## src/rtl/tracker_scan_fsm_pkg.sv

```systemverilog
// ============================================================================
// Module : tracker_scan_fsm_pkg
// Brief  : State codes and shared helpers for the light-tracker scan controller.
// Rev    : 1.0  initial release
// ============================================================================
`default_nettype none

package tracker_scan_fsm_pkg;

   localparam int unsigned STAT_W = 3;
   localparam int unsigned IDLE_W = 16;

   // Codes are visible on the status port, so keep them stable.
   typedef enum logic [STAT_W-1:0] {
      ST_MAN     = 3'd0,
      ST_H_HOME  = 3'd1,
      ST_H_SWEEP = 3'd2,
      ST_H_RET   = 3'd3,
      ST_V_HOME  = 3'd4,
      ST_V_SWEEP = 3'd5,
      ST_V_RET   = 3'd6
   } state_e;

   function automatic logic jog_only(input logic want, input logic other);
      return want & ~other;
   endfunction

endpackage

`default_nettype wire

```

## src/rtl/tracker_scan_fsm_step_tick.sv

```systemverilog
// ============================================================================
// Module : tracker_scan_fsm_step_tick
// Brief  : Free-running STEP_DIV divider; tick_o high in the last count cycle.
// Rev    : 1.0  initial release
// ============================================================================
`default_nettype none

module tracker_scan_fsm_step_tick #(
   parameter int unsigned STEP_DIV = 100000
) (
   input  logic clk_i,
   input  logic rst_n_i,
   output logic tick_o
);

   localparam int unsigned      CNT_W    = $clog2(STEP_DIV);
   localparam logic [CNT_W-1:0] CNT_LAST = CNT_W'(STEP_DIV - 1);
   localparam logic [CNT_W-1:0] CNT_ONE  = CNT_W'(1);

   logic [CNT_W-1:0] cnt_q;

   always_ff @(posedge clk_i or negedge rst_n_i) begin
      if (!rst_n_i) begin
         cnt_q <= '0;
      end else if (cnt_q == CNT_LAST) begin
         cnt_q <= '0;
      end else begin
         cnt_q <= cnt_q + CNT_ONE;
      end
   end

   assign tick_o = (cnt_q == CNT_LAST);

endmodule

`default_nettype wire

```

## src/rtl/tracker_scan_fsm.sv

```systemverilog
// ============================================================================
// Module : tracker_scan_fsm
// Brief  : Two-axis light tracker: manual jog plus home/sweep/return scan.
// Rev    : 1.0  initial release
// ============================================================================
`default_nettype none

module tracker_scan_fsm
   import tracker_scan_fsm_pkg::*;
#(
   parameter int unsigned DATA_W      = 12,
   parameter int unsigned POS_W       = 8,
   parameter int unsigned H_STEPS     = 180,
   parameter int unsigned V_STEPS     = 90,
   parameter int unsigned STEP_DIV    = 100000,
   parameter int unsigned AUTO_PERIOD = 0
) (
   input  logic              clk_i,
   input  logic              rst_n_i,
   input  logic              btn_l_i,
   input  logic              btn_r_i,
   input  logic              btn_u_i,
   input  logic              btn_d_i,
   input  logic              btn_c_i,
   input  logic [DATA_W-1:0] light_i,
   input  logic              light_vld_i,
   output logic              servo_l_o,
   output logic              servo_r_o,
   output logic              servo_u_o,
   output logic              servo_d_o,
   output logic [POS_W-1:0]  pos_h_o,
   output logic [POS_W-1:0]  pos_v_o,
   output logic [POS_W-1:0]  max_h_o,
   output logic [POS_W-1:0]  max_v_o,
   output logic [DATA_W-1:0] max_val_o,
   output logic [2:0]        stat_o,
   output logic              busy_o,
   output logic              done_o
);

   localparam logic [POS_W-1:0] H_LAST  = POS_W'(H_STEPS - 1);
   localparam logic [POS_W-1:0] V_LAST  = POS_W'(V_STEPS - 1);
   localparam logic [POS_W-1:0] POS_ONE = POS_W'(1);

   state_e              state_q;
   logic [POS_W-1:0]    pos_h_q, pos_v_q, best_h_q, best_v_q, max_h_q, max_v_q;
   logic [DATA_W-1:0]   sample_q, best_q, max_val_q;
   logic                servo_l_q, servo_r_q, servo_u_q, servo_d_q, done_q;
   logic                tick, any_btn, auto_fire;

   tracker_scan_fsm_step_tick #(
      .STEP_DIV (STEP_DIV)
   ) u_step_tick (
      .clk_i   (clk_i),
      .rst_n_i (rst_n_i),
      .tick_o  (tick)
   );

   assign any_btn = btn_l_i | btn_r_i | btn_u_i | btn_d_i | btn_c_i;

   generate
      if (AUTO_PERIOD != 0) begin : g_auto
         localparam logic [IDLE_W-1:0] AUTO_LAST = IDLE_W'(AUTO_PERIOD - 1);
         localparam logic [IDLE_W-1:0] IDLE_ONE  = IDLE_W'(1);
         logic [IDLE_W-1:0] idle_q;

         // Counts idle ticks only while in manual mode; any button restarts it.
         always_ff @(posedge clk_i or negedge rst_n_i) begin
            if (!rst_n_i) begin
               idle_q <= '0;
            end else if (state_q != ST_MAN || any_btn) begin
               idle_q <= '0;
            end else if (tick) begin
               idle_q <= (idle_q == AUTO_LAST) ? '0 : idle_q + IDLE_ONE;
            end
         end

         assign auto_fire = (state_q == ST_MAN) && !any_btn && tick && (idle_q == AUTO_LAST);
      end else begin : g_no_auto
         assign auto_fire = 1'b0;
      end
   endgenerate

   always_ff @(posedge clk_i or negedge rst_n_i) begin
      if (!rst_n_i) begin
         sample_q <= '0;
      end else if (light_vld_i) begin
         sample_q <= light_i;
      end
   end

   always_ff @(posedge clk_i or negedge rst_n_i) begin
      if (!rst_n_i) begin
         state_q   <= ST_MAN;
         pos_h_q   <= '0;
         pos_v_q   <= '0;
         best_q    <= '0;
         best_h_q  <= '0;
         best_v_q  <= '0;
         max_h_q   <= '0;
         max_v_q   <= '0;
         max_val_q <= '0;
         servo_l_q <= 1'b0;
         servo_r_q <= 1'b0;
         servo_u_q <= 1'b0;
         servo_d_q <= 1'b0;
         done_q    <= 1'b0;
      end else begin
         servo_l_q <= 1'b0;
         servo_r_q <= 1'b0;
         servo_u_q <= 1'b0;
         servo_d_q <= 1'b0;
         done_q    <= 1'b0;
         if (state_q == ST_MAN) begin
            if (btn_c_i || auto_fire) begin
               state_q <= ST_H_HOME;
            end else if (tick) begin
               if (jog_only(btn_l_i, btn_r_i) && pos_h_q != '0) begin
                  servo_l_q <= 1'b1;
                  pos_h_q   <= pos_h_q - POS_ONE;
               end
               if (jog_only(btn_r_i, btn_l_i) && pos_h_q != H_LAST) begin
                  servo_r_q <= 1'b1;
                  pos_h_q   <= pos_h_q + POS_ONE;
               end
               if (jog_only(btn_d_i, btn_u_i) && pos_v_q != '0) begin
                  servo_d_q <= 1'b1;
                  pos_v_q   <= pos_v_q - POS_ONE;
               end
               if (jog_only(btn_u_i, btn_d_i) && pos_v_q != V_LAST) begin
                  servo_u_q <= 1'b1;
                  pos_v_q   <= pos_v_q + POS_ONE;
               end
            end
         end else if (btn_c_i) begin
            // Abort wins over any step due this cycle; position and results stay put.
            state_q <= ST_MAN;
         end else if (tick) begin
            case (state_q)
               ST_H_HOME: begin
                  if (pos_h_q != '0) begin
                     servo_l_q <= 1'b1;
                     pos_h_q   <= pos_h_q - POS_ONE;
                  end else begin
                     state_q  <= ST_H_SWEEP;
                     best_q   <= '0;
                     best_h_q <= '0;
                  end
               end
               ST_H_SWEEP: begin
                  if (sample_q > best_q) begin
                     best_q   <= sample_q;
                     best_h_q <= pos_h_q;
                  end
                  if (pos_h_q == H_LAST) begin
                     state_q <= ST_H_RET;
                  end else begin
                     servo_r_q <= 1'b1;
                     pos_h_q   <= pos_h_q + POS_ONE;
                  end
               end
               ST_H_RET: begin
                  if (pos_h_q != best_h_q) begin
                     servo_l_q <= 1'b1;
                     pos_h_q   <= pos_h_q - POS_ONE;
                  end else begin
                     state_q <= ST_V_HOME;
                  end
               end
               ST_V_HOME: begin
                  if (pos_v_q != '0) begin
                     servo_d_q <= 1'b1;
                     pos_v_q   <= pos_v_q - POS_ONE;
                  end else begin
                     state_q  <= ST_V_SWEEP;
                     best_q   <= '0;
                     best_v_q <= '0;
                  end
               end
               ST_V_SWEEP: begin
                  if (sample_q > best_q) begin
                     best_q   <= sample_q;
                     best_v_q <= pos_v_q;
                  end
                  if (pos_v_q == V_LAST) begin
                     state_q <= ST_V_RET;
                  end else begin
                     servo_u_q <= 1'b1;
                     pos_v_q   <= pos_v_q + POS_ONE;
                  end
               end
               ST_V_RET: begin
                  if (pos_v_q != best_v_q) begin
                     servo_d_q <= 1'b1;
                     pos_v_q   <= pos_v_q - POS_ONE;
                  end else begin
                     state_q   <= ST_MAN;
                     done_q    <= 1'b1;
                     max_h_q   <= best_h_q;
                     max_v_q   <= best_v_q;
                     max_val_q <= best_q;
                  end
               end
               default: state_q <= ST_MAN;
            endcase
         end
      end
   end

   assign servo_l_o = servo_l_q;
   assign servo_r_o = servo_r_q;
   assign servo_u_o = servo_u_q;
   assign servo_d_o = servo_d_q;
   assign pos_h_o   = pos_h_q;
   assign pos_v_o   = pos_v_q;
   assign max_h_o   = max_h_q;
   assign max_v_o   = max_v_q;
   assign max_val_o = max_val_q;
   assign stat_o    = state_q;
   assign busy_o    = (state_q != ST_MAN);
   assign done_o    = done_q;

endmodule

`default_nettype wire

```

## config.mk

```make
export PLATFORM = sky130hd
export DESIGN_NAME = tracker_scan_fsm
export DESIGN_NICKNAME = d
export VERILOG_FILES = /design/src/rtl/tracker_scan_fsm_pkg.sv /design/src/rtl/tracker_scan_fsm_step_tick.sv /design/src/rtl/tracker_scan_fsm.sv
export SDC_FILE = /design/constraint.sdc
export NUM_CORES = 1
export LEC_CHECK = 0
export ABC_AREA = 0
export BUFFER_PORTS_ARGS = -buffer_cell sky130_fd_sc_hd__clkbuf_2
export CORE_ASPECT_RATIO = 1.4
export CORE_MARGIN = 5
export CORE_UTILIZATION = 55
export DETAILED_ROUTE_END_ITERATION = 10
export PLACE_DENSITY_LB_ADDON = 0.3
export SLEW_MARGIN = 40
export SYNTH_ARGS = -nofsm -noshare
export SYNTH_HDL_FRONTEND = slang
export SYNTH_HIERARCHICAL = 1
export SYNTH_SLANG_ARGS = --single-unit
```

## constraint.sdc

```tcl
create_clock -name clk_i -period 3.59 [get_ports clk_i]
set_input_delay 0 -clock clk_i [delete_from_list [all_inputs] [get_ports clk_i]]
set_output_delay 0 -clock clk_i [all_outputs]
set_load 0.005 [all_outputs]
```

Yosys cells after proc, flatten, opt, wreduce, memory -nomap -nowiden
Index checks and enable logic that the tools add are counted.
{"block": "totals", "elab_cells": 171, "out_inout_bits": 53, "ff_bits": 109}
{"block": "classes", "n_bitwise": 11, "n_lt_le_gt_ge": 1, "muxes": 83, "n_addsub": 5, "n_reduce_logical": 22, "n_eq_ne": 33}
{"op": "$mux W8", "n": 24}
{"op": "$pmux W8 S3", "n": 2}
{"op": "$mux W1", "n": 37}
{"op": "$mux W12", "n": 3}
{"op": "$ne A3 B3 Y1 const B", "n": 12}
{"op": "$pmux W12 S3", "n": 1}
{"op": "$pmux W8 S2", "n": 2}
{"op": "$mux W3", "n": 10}
{"op": "$reduce_and A7 Y1", "n": 3}
{"op": "$pmux W3 S6", "n": 1}
{"op": "$add A17 B1 Y17 const B", "n": 1}
{"op": "$eq A17 B17 Y1 const B", "n": 1}
{"op": "$mux W17", "n": 1}
{"op": "$add A8 B1 Y8 const B", "n": 2}
{"op": "$ne A8 B8 Y1", "n": 2}
{"op": "$reduce_bool A8 Y1", "n": 2}
{"op": "$sub A8 B1 Y8 const B", "n": 2}
{"op": "$gt A12 B12 Y1", "n": 1}
{"op": "$reduce_and A6 Y1", "n": 2}
{"op": "$ne A2 B2 Y1 const B", "n": 5}
{"op": "$eq A3 B3 Y1 const B", "n": 3}
{"op": "$eq A8 B7 Y1 const B", "n": 1}
{"op": "$eq A8 B8 Y1 const B", "n": 1}
{"op": "$ne A8 B7 Y1 const B", "n": 1}
{"op": "other kinds (16)", "n": 35}

Logic depth before layout (Yosys ltp)
{"block": "depth", "ltp_word": 8, "mapped_depth": 11, "mapped_depth_nobuf": 9}

Hierarchy
Netlist, hierarchy kept.
{"module": "tracker_scan_fsm", "seq_area_each_um2": 2302.2, "area_each_um2": 5046.1, "cells_per_inst": 470, "instances": 1}
{"module": "tracker_scan_fsm_step_tick", "seq_area_each_um2": 425.4, "area_each_um2": 798.3, "cells_per_inst": 75, "instances": 1}

Worst setup path before layout
No wires, ideal clock.
{"block": "synth_path", "path_type": "reg-to-reg", "start": "reg u_step_tick.cnt_q[11]", "end": "reg pos_v_q[7], in the netlist pos_v_o[7]", "period_less_slack_ps": 3189, "path_stages_with_launch": 10, "slack_ps": 401, "arrival_time_ps": 3063, "path_buffers": 1, "setup_time_ps": 126, "path_cell_list": "dfrtp_1 > or4_1 > or4_4 > nor4_4 > nor2b_1 > o221ai_1 > or4b_1 > buf_2 > o21bai_1 > xnor2_1"}
{"block": "synth_between", "elab_chain_len": 2}
{"item": "start, declared", "line": "tracker_scan_fsm_step_tick.sv:20", "text": "logic [CNT_W-1:0] cnt_q;"}
{"item": "start signal, assigned", "line": "tracker_scan_fsm_step_tick.sv:28", "text": "cnt_q <= cnt_q + CNT_ONE;"}
{"item": "$eq A17 B17 Y1", "line": "tracker_scan_fsm_step_tick.sv:32", "text": "assign tick_o = (cnt_q == CNT_LAST);"}
{"item": "via tick", "line": "tracker_scan_fsm.sv:49", "text": "logic tick, any_btn, auto_fire;"}
{"item": "$reduce_and A7 Y1 (no source line)"}
{"item": "end signal, assigned", "line": "tracker_scan_fsm.sv:128", "text": "pos_v_q <= pos_v_q - POS_ONE;"}
{"item": "end signal, assigned", "line": "tracker_scan_fsm.sv:132", "text": "pos_v_q <= pos_v_q + POS_ONE;"}
{"item": "end signal, assigned", "line": "tracker_scan_fsm.sv:173", "text": "pos_v_q <= pos_v_q - POS_ONE;"}
{"item": "end, declared", "line": "tracker_scan_fsm.sv:46", "text": "logic [POS_W-1:0] pos_h_q, pos_v_q, best_h_q, best_v_q, max_h_q, max_v_q;"}
The timed path passes the listed nets, and every way through them passes these cells.
A chain may end at the register's enable or synchronous reset.

Worst setup path in the final report
Same ends and word-level chain as after synthesis.

==> results.md <==
Placed design:
- The cell area after placement is 6270 µm².
- Port buffering added 72 buffers.
- At the end of routability-driven placement, the weighted congestion stood at 0.9401.
- The instance count after placement with tap cells included is 734.
- The detailed placement HPWL is 9412 µm.

Timing:
- In this run the tightest slew margin relative to its limit is 0.4825.
- The clock skew after layout is 9.957 ps.
- The final-report setup violation count is 0.
- The number of pins with negative max-slew slack in the final report is 0.
- Setup repair after global routing left no endpoint under its margin.
- The portion of the clock cycle consumed by the worst path in the final layout is 0.8917.
- Subtracting the final worst setup slack from the clock period gives 3201 ps.
- The transition time at the pin with the least slew margin is 770.4 ps.
- The final hold violation count was 0.
- Adding up every negative setup slack in the final design gives 0 ps.
- The maximum clock frequency is 312.4 MHz.

Final layout:
- Counting the fill cells in the layout gives 819.
- The repair_antennas step left the layout with diodes totalling 0.
- The share of post-route cells with drive strength above 1 is 0.2281.
- The post-route standard cell area excluding fillers is 6760 µm².
- The post-layout net count is 663.
- The area growth from synthesis to layout is 15.67%.
- Leaving out filler cells and counting taps, the final layout contains 765.

Floorplan:
- The core region area is 10410 µm².
- In this run the core area contains 44 standard-cell rows.
- The die covers 12820 µm².
- The floorplan die height is 132.0 µm.
- The die is 97.12 µm wide.
- The initial core utilization is 0.5617.
- 73 I/O pins were placed.

Synthesis:
- The number of storage elements in the synthesis netlist is 109.
- The async set-reset flop share out of synthesis is 1.000.
- The number of nets produced by synthesis is 586.
- Ranked by total cell area, the synthesized netlist is headed by sky130_fd_sc_hd__dfrtp_1, sky130_fd_sc_hd__mux2_2, sky130_fd_sc_hd__mux2i_1.
- The number of distinct library cells after synthesis is 61.
- The Yosys step of the flow raised 6 warnings.
- The mean cell area of the mapped netlist is 10.72 µm².
- The synthesized design contains 0 enable-type register cells.
- In the synthesized netlist, the number of instances is 545.
- The synthesized cell area is 5844 µm².
- The register area share after synthesis is 0.4667.
- The cell type with the highest aggregate area in the netlist is sky130_fd_sc_hd__dfrtp_1.
- The share of synthesized area in the top cell type comes to 0.4667.
- The most used flip-flop cell after synthesis is sky130_fd_sc_hd__dfrtp_1.

Clocking:
- The later pin in the worst-skew pair is clocked with a latency of 350 ps.
- For this design, the sink count on the clock tree is 109.
- The number of buffers between clock root and the deepest sink is 2.
- Clock tree synthesis selected as its root buffer the cell sky130_fd_sc_hd__clkbuf_16.
- The level count of the clock H-tree is 3.
- The number of clock buffers inserted by TritonCTS is 9.
- TritonCTS built the clock tree.
- Clock-pin slew was measured on the worst setup and hold paths at 70 ps.

Job:
- The max-capacitance violation count is 0.

Drt:
- The routed layout has 4391 vias.
- After detailed routing, the wire length on met1 is 5261 µm.
- The remaining design rule violation count is 0.
- After detailed routing, the met3 layer carries 469 µm of wire.
- The uppermost layer routed is met4.
- The routed wirelength normalized by instance count is 16.89 µm.
- In this run the remaining antenna-violating nets after routing total 0.
- Wire segments on met2 add up to 6939 µm in the final route.
- For this block, the initial DRC count from the detailed router was 177.
- After detailed routing, the number of vias per cell comes to 5.740.
- Before antenna repair, the detailed router went through 4 iterations.
- The total wire length after detailed routing is 12920 µm.

GRT:
- The number of global-route vias before repair was 4584.
- The first global-routing pass estimated 22280 µm of wire.
- In the global route stage, overall resource usage came out at 0.2107.
- Entering global routing, the biggest net connects 51 pins.
- The initial antenna violation count is 0.
- The global-route congestion overflow total is 0.

Setup path:
- The delay contributed by the slowest stage of the critical path is 700 ps.
- The data required time at the worst endpoint is 3830 ps.
- The worst setup path is captured at a flip-flop.
- Walking the worst path, the cells encountered are or4_1, or4_4, nor4_4, nor2b_1, o221ai_1, or4b_1, o21bai_1, xnor2_1.
- The standard cell with the maximum stage delay on the critical path is sky130_fd_sc_hd__or4b_1.
- At the worst endpoint, the arrival time is 3440 ps.
- Along the worst path, the maximum fanout reaches 9.
- The class of the most critical setup path is reg2reg.
- STA classifies the critical path startpoint as a flip-flop.

Power and ir drop:
- The leakage power figure is 3.237 nW.
- The cell area power density is 371.4 nW/µm².
- IR analysis of the VDD net gives a maximum drop of 0.2275 mV.
- The power consumption is 2.511 mW.

Run status:
- The flow ran to the end, and the final reports show no timing, DRC or antenna violations.

Worst hold path:
- The min-delay analysis places its worst path in the category in2reg.
==> cell type report <==
| type | count | area (µm²) | share of cell area |
|---|---|---|---|
| Clock buffer | 10 | 239.0 | 0.03535 |
| Clock inverter | 6 | 101.3 | 0.01499 |
| Inverter | 36 | 148.9 | 0.02202 |
| Multi-Input combinational cell | 372 | 2805 | 0.4150 |
| Sequential cell | 109 | 2728 | 0.4035 |
| Tap cell | 138 | 172.7 | 0.02554 |
| Timing Repair Buffer | 94 | 565.5 | 0.08366 |
==> path summary, 6_finish.rpt <==
path,start,to,slack [ps],cells past startpoint
setup / recovery,u_step_tick/cnt_q[11],pos_v_o[7],390,8
hold / removal,btn_u_i,servo_d_o,40,4
setup reg to reg,u_step_tick/cnt_q[11],pos_v_o[7],390,8
hold reg to reg,max_h_o[0],max_h_o[0],490,1
max in group asynchronous,rst_n_i,u_step_tick/cnt_q[6],2510,3
min in group asynchronous,rst_n_i,best_h_q[0],120,2
==> flip-flops by register name, summed over array words and instances, names as in the netlist, 3 cells and up <==
| register | flops |
|---|---|
| u_step_tick/cnt_q | 17 |
| max_val_o | 12 |
| best_v_q | 8 |
| best_q | 12 |
| max_v_o | 8 |
| pos_v_o | 8 |
| sample_q | 12 |
| max_h_o | 8 |
| pos_h_o | 8 |
| stat_o | 3 |
| best_h_q | 8 |
==> cells in the mapped netlist, types with 2 or more instances <==
cell	n
sky130_fd_sc_hd__buf_6	4
sky130_fd_sc_hd__nor3_1	11
sky130_fd_sc_hd__nor2_1	20
sky130_fd_sc_hd__or3_1	7
sky130_fd_sc_hd__buf_4	4
sky130_fd_sc_hd__or4_1	7
sky130_fd_sc_hd__a21oi_1	25
sky130_fd_sc_hd__o31a_1	2
sky130_fd_sc_hd__and4_1	4
sky130_fd_sc_hd__mux2_2	31
sky130_fd_sc_hd__mux2_1	10
sky130_fd_sc_hd__inv_1	34
sky130_fd_sc_hd__nor2b_1	6
sky130_fd_sc_hd__and3_1	4
sky130_fd_sc_hd__o21ai_0	8
sky130_fd_sc_hd__a211oi_1	6
sky130_fd_sc_hd__nor4_4	3
sky130_fd_sc_hd__a211o_1	3
sky130_fd_sc_hd__buf_2	11
sky130_fd_sc_hd__nand4_1	20
sky130_fd_sc_hd__dfrtp_1	109
sky130_fd_sc_hd__o221ai_1	2
sky130_fd_sc_hd__nand3_1	12
sky130_fd_sc_hd__nor4_1	6
sky130_fd_sc_hd__buf_1	4
sky130_fd_sc_hd__o21ai_1	2
sky130_fd_sc_hd__nand2_1	57
sky130_fd_sc_hd__clkbuf_1	4
sky130_fd_sc_hd__ha_1	21
sky130_fd_sc_hd__a21o_1	3
sky130_fd_sc_hd__a31oi_1	4
sky130_fd_sc_hd__xor2_1	19
sky130_fd_sc_hd__xnor2_1	27
sky130_fd_sc_hd__mux2i_1	28
==> cells by family (layout without fill, tap and decap cells) <==
| family | Yosys count | count (layout) | synth area share |
|---|---|---|---|
| AO/OA/AOI/OAI | 64 | 64 | 0.07086 |
| XOR/XNOR | 46 | 46 | 0.06894 |
| adder cells (fa/ha/maj) | 21 | 21 | 0.04496 |
| buffers and inverters | 64 | 146 | 0.05373 |
| flip-flops | 109 | 109 | 0.4667 |
| multiplexers | 69 | 69 | 0.1270 |
| AND/OR/NAND/NOR | 172 | 172 | 0.1678 |
==> critical path: cells and delay by family (launching register included) <==
family	cells	cell delay, ps
DFF	1	430
and+or+nand+nor	5	2130
AOI/OAI and AO/OA	2	390
xor gates and xnor gates	1	130
==> per-layer routing <==
metal,vias up,global-route usage
met5,-,0
met3,22,0.03335
li1,2074,-
met4,0,0.07806
met2,110,0.3786
met1,2185,0.2528
==> through the flow <==
stage	utilization	setup WS, ps	hold slack, ps
finish	0.6497	388.7	39.72
global placement	0.6026	455.0	-42.83
floorplan	-	401.2	-295.6
global route	0.6497	220.2	51.28
detailed placement	0.6026	387.2	-42.62
CTS	0.6497	381.5	18.11
==> cell usage in the layout (no fill, tap or decap), types with 3 or more instances in the layout <==
cell type / n
sky130_fd_sc_hd__inv_8: 3
sky130_fd_sc_hd__a21oi_1: 25
sky130_fd_sc_hd__a211o_1: 3
sky130_fd_sc_hd__nor2_1: 19
sky130_fd_sc_hd__nand4_1: 20
sky130_fd_sc_hd__xor2_1: 19
sky130_fd_sc_hd__nor4_4: 3
sky130_fd_sc_hd__or3_1: 7
sky130_fd_sc_hd__dlygate4sd3_1: 15
sky130_fd_sc_hd__mux2i_1: 28
sky130_fd_sc_hd__nor2b_1: 6
sky130_fd_sc_hd__a211oi_1: 6
sky130_fd_sc_hd__clkbuf_16: 9
sky130_fd_sc_hd__nor4_1: 6
sky130_fd_sc_hd__ha_1: 21
sky130_fd_sc_hd__dfrtp_1: 109
sky130_fd_sc_hd__nor3_1: 11
sky130_fd_sc_hd__nand3_1: 12
sky130_fd_sc_hd__o21ai_0: 8
sky130_fd_sc_hd__and4_1: 4
sky130_fd_sc_hd__buf_4: 8
sky130_fd_sc_hd__xnor2_1: 27
sky130_fd_sc_hd__mux2_1: 10
sky130_fd_sc_hd__inv_1: 34
sky130_fd_sc_hd__and3_1: 4
sky130_fd_sc_hd__a21o_1: 3
sky130_fd_sc_hd__clkbuf_2: 71
sky130_fd_sc_hd__mux2_2: 31
sky130_fd_sc_hd__or4_1: 7
sky130_fd_sc_hd__a31oi_1: 4
sky130_fd_sc_hd__nand2_1: 57
==> repair_timing <==
| action | CTS | global route |
|---|---|---|
| buffers inserted | 0 | 0 |
| hold endpoints to repair | 46 | 0 |
| hold buffers | 15 | 0 |
| setup endpoints to repair | 0 | 0 |
| resized for setup | 0 | 0 |
==> power breakdown <==
| part | total, mW | switching, mW | internal, mW |
|---|---|---|---|
| clock network | 1.12 | 0.472 | 0.645 |
| logic | 0.130 | 0.0733 | 0.0565 |
| registers | 1.26 | 0.0222 | 1.24 |
| total | 2.51 | 0.567 | 1.94 |
No activity file was read; power rests on OpenSTA's default activity.
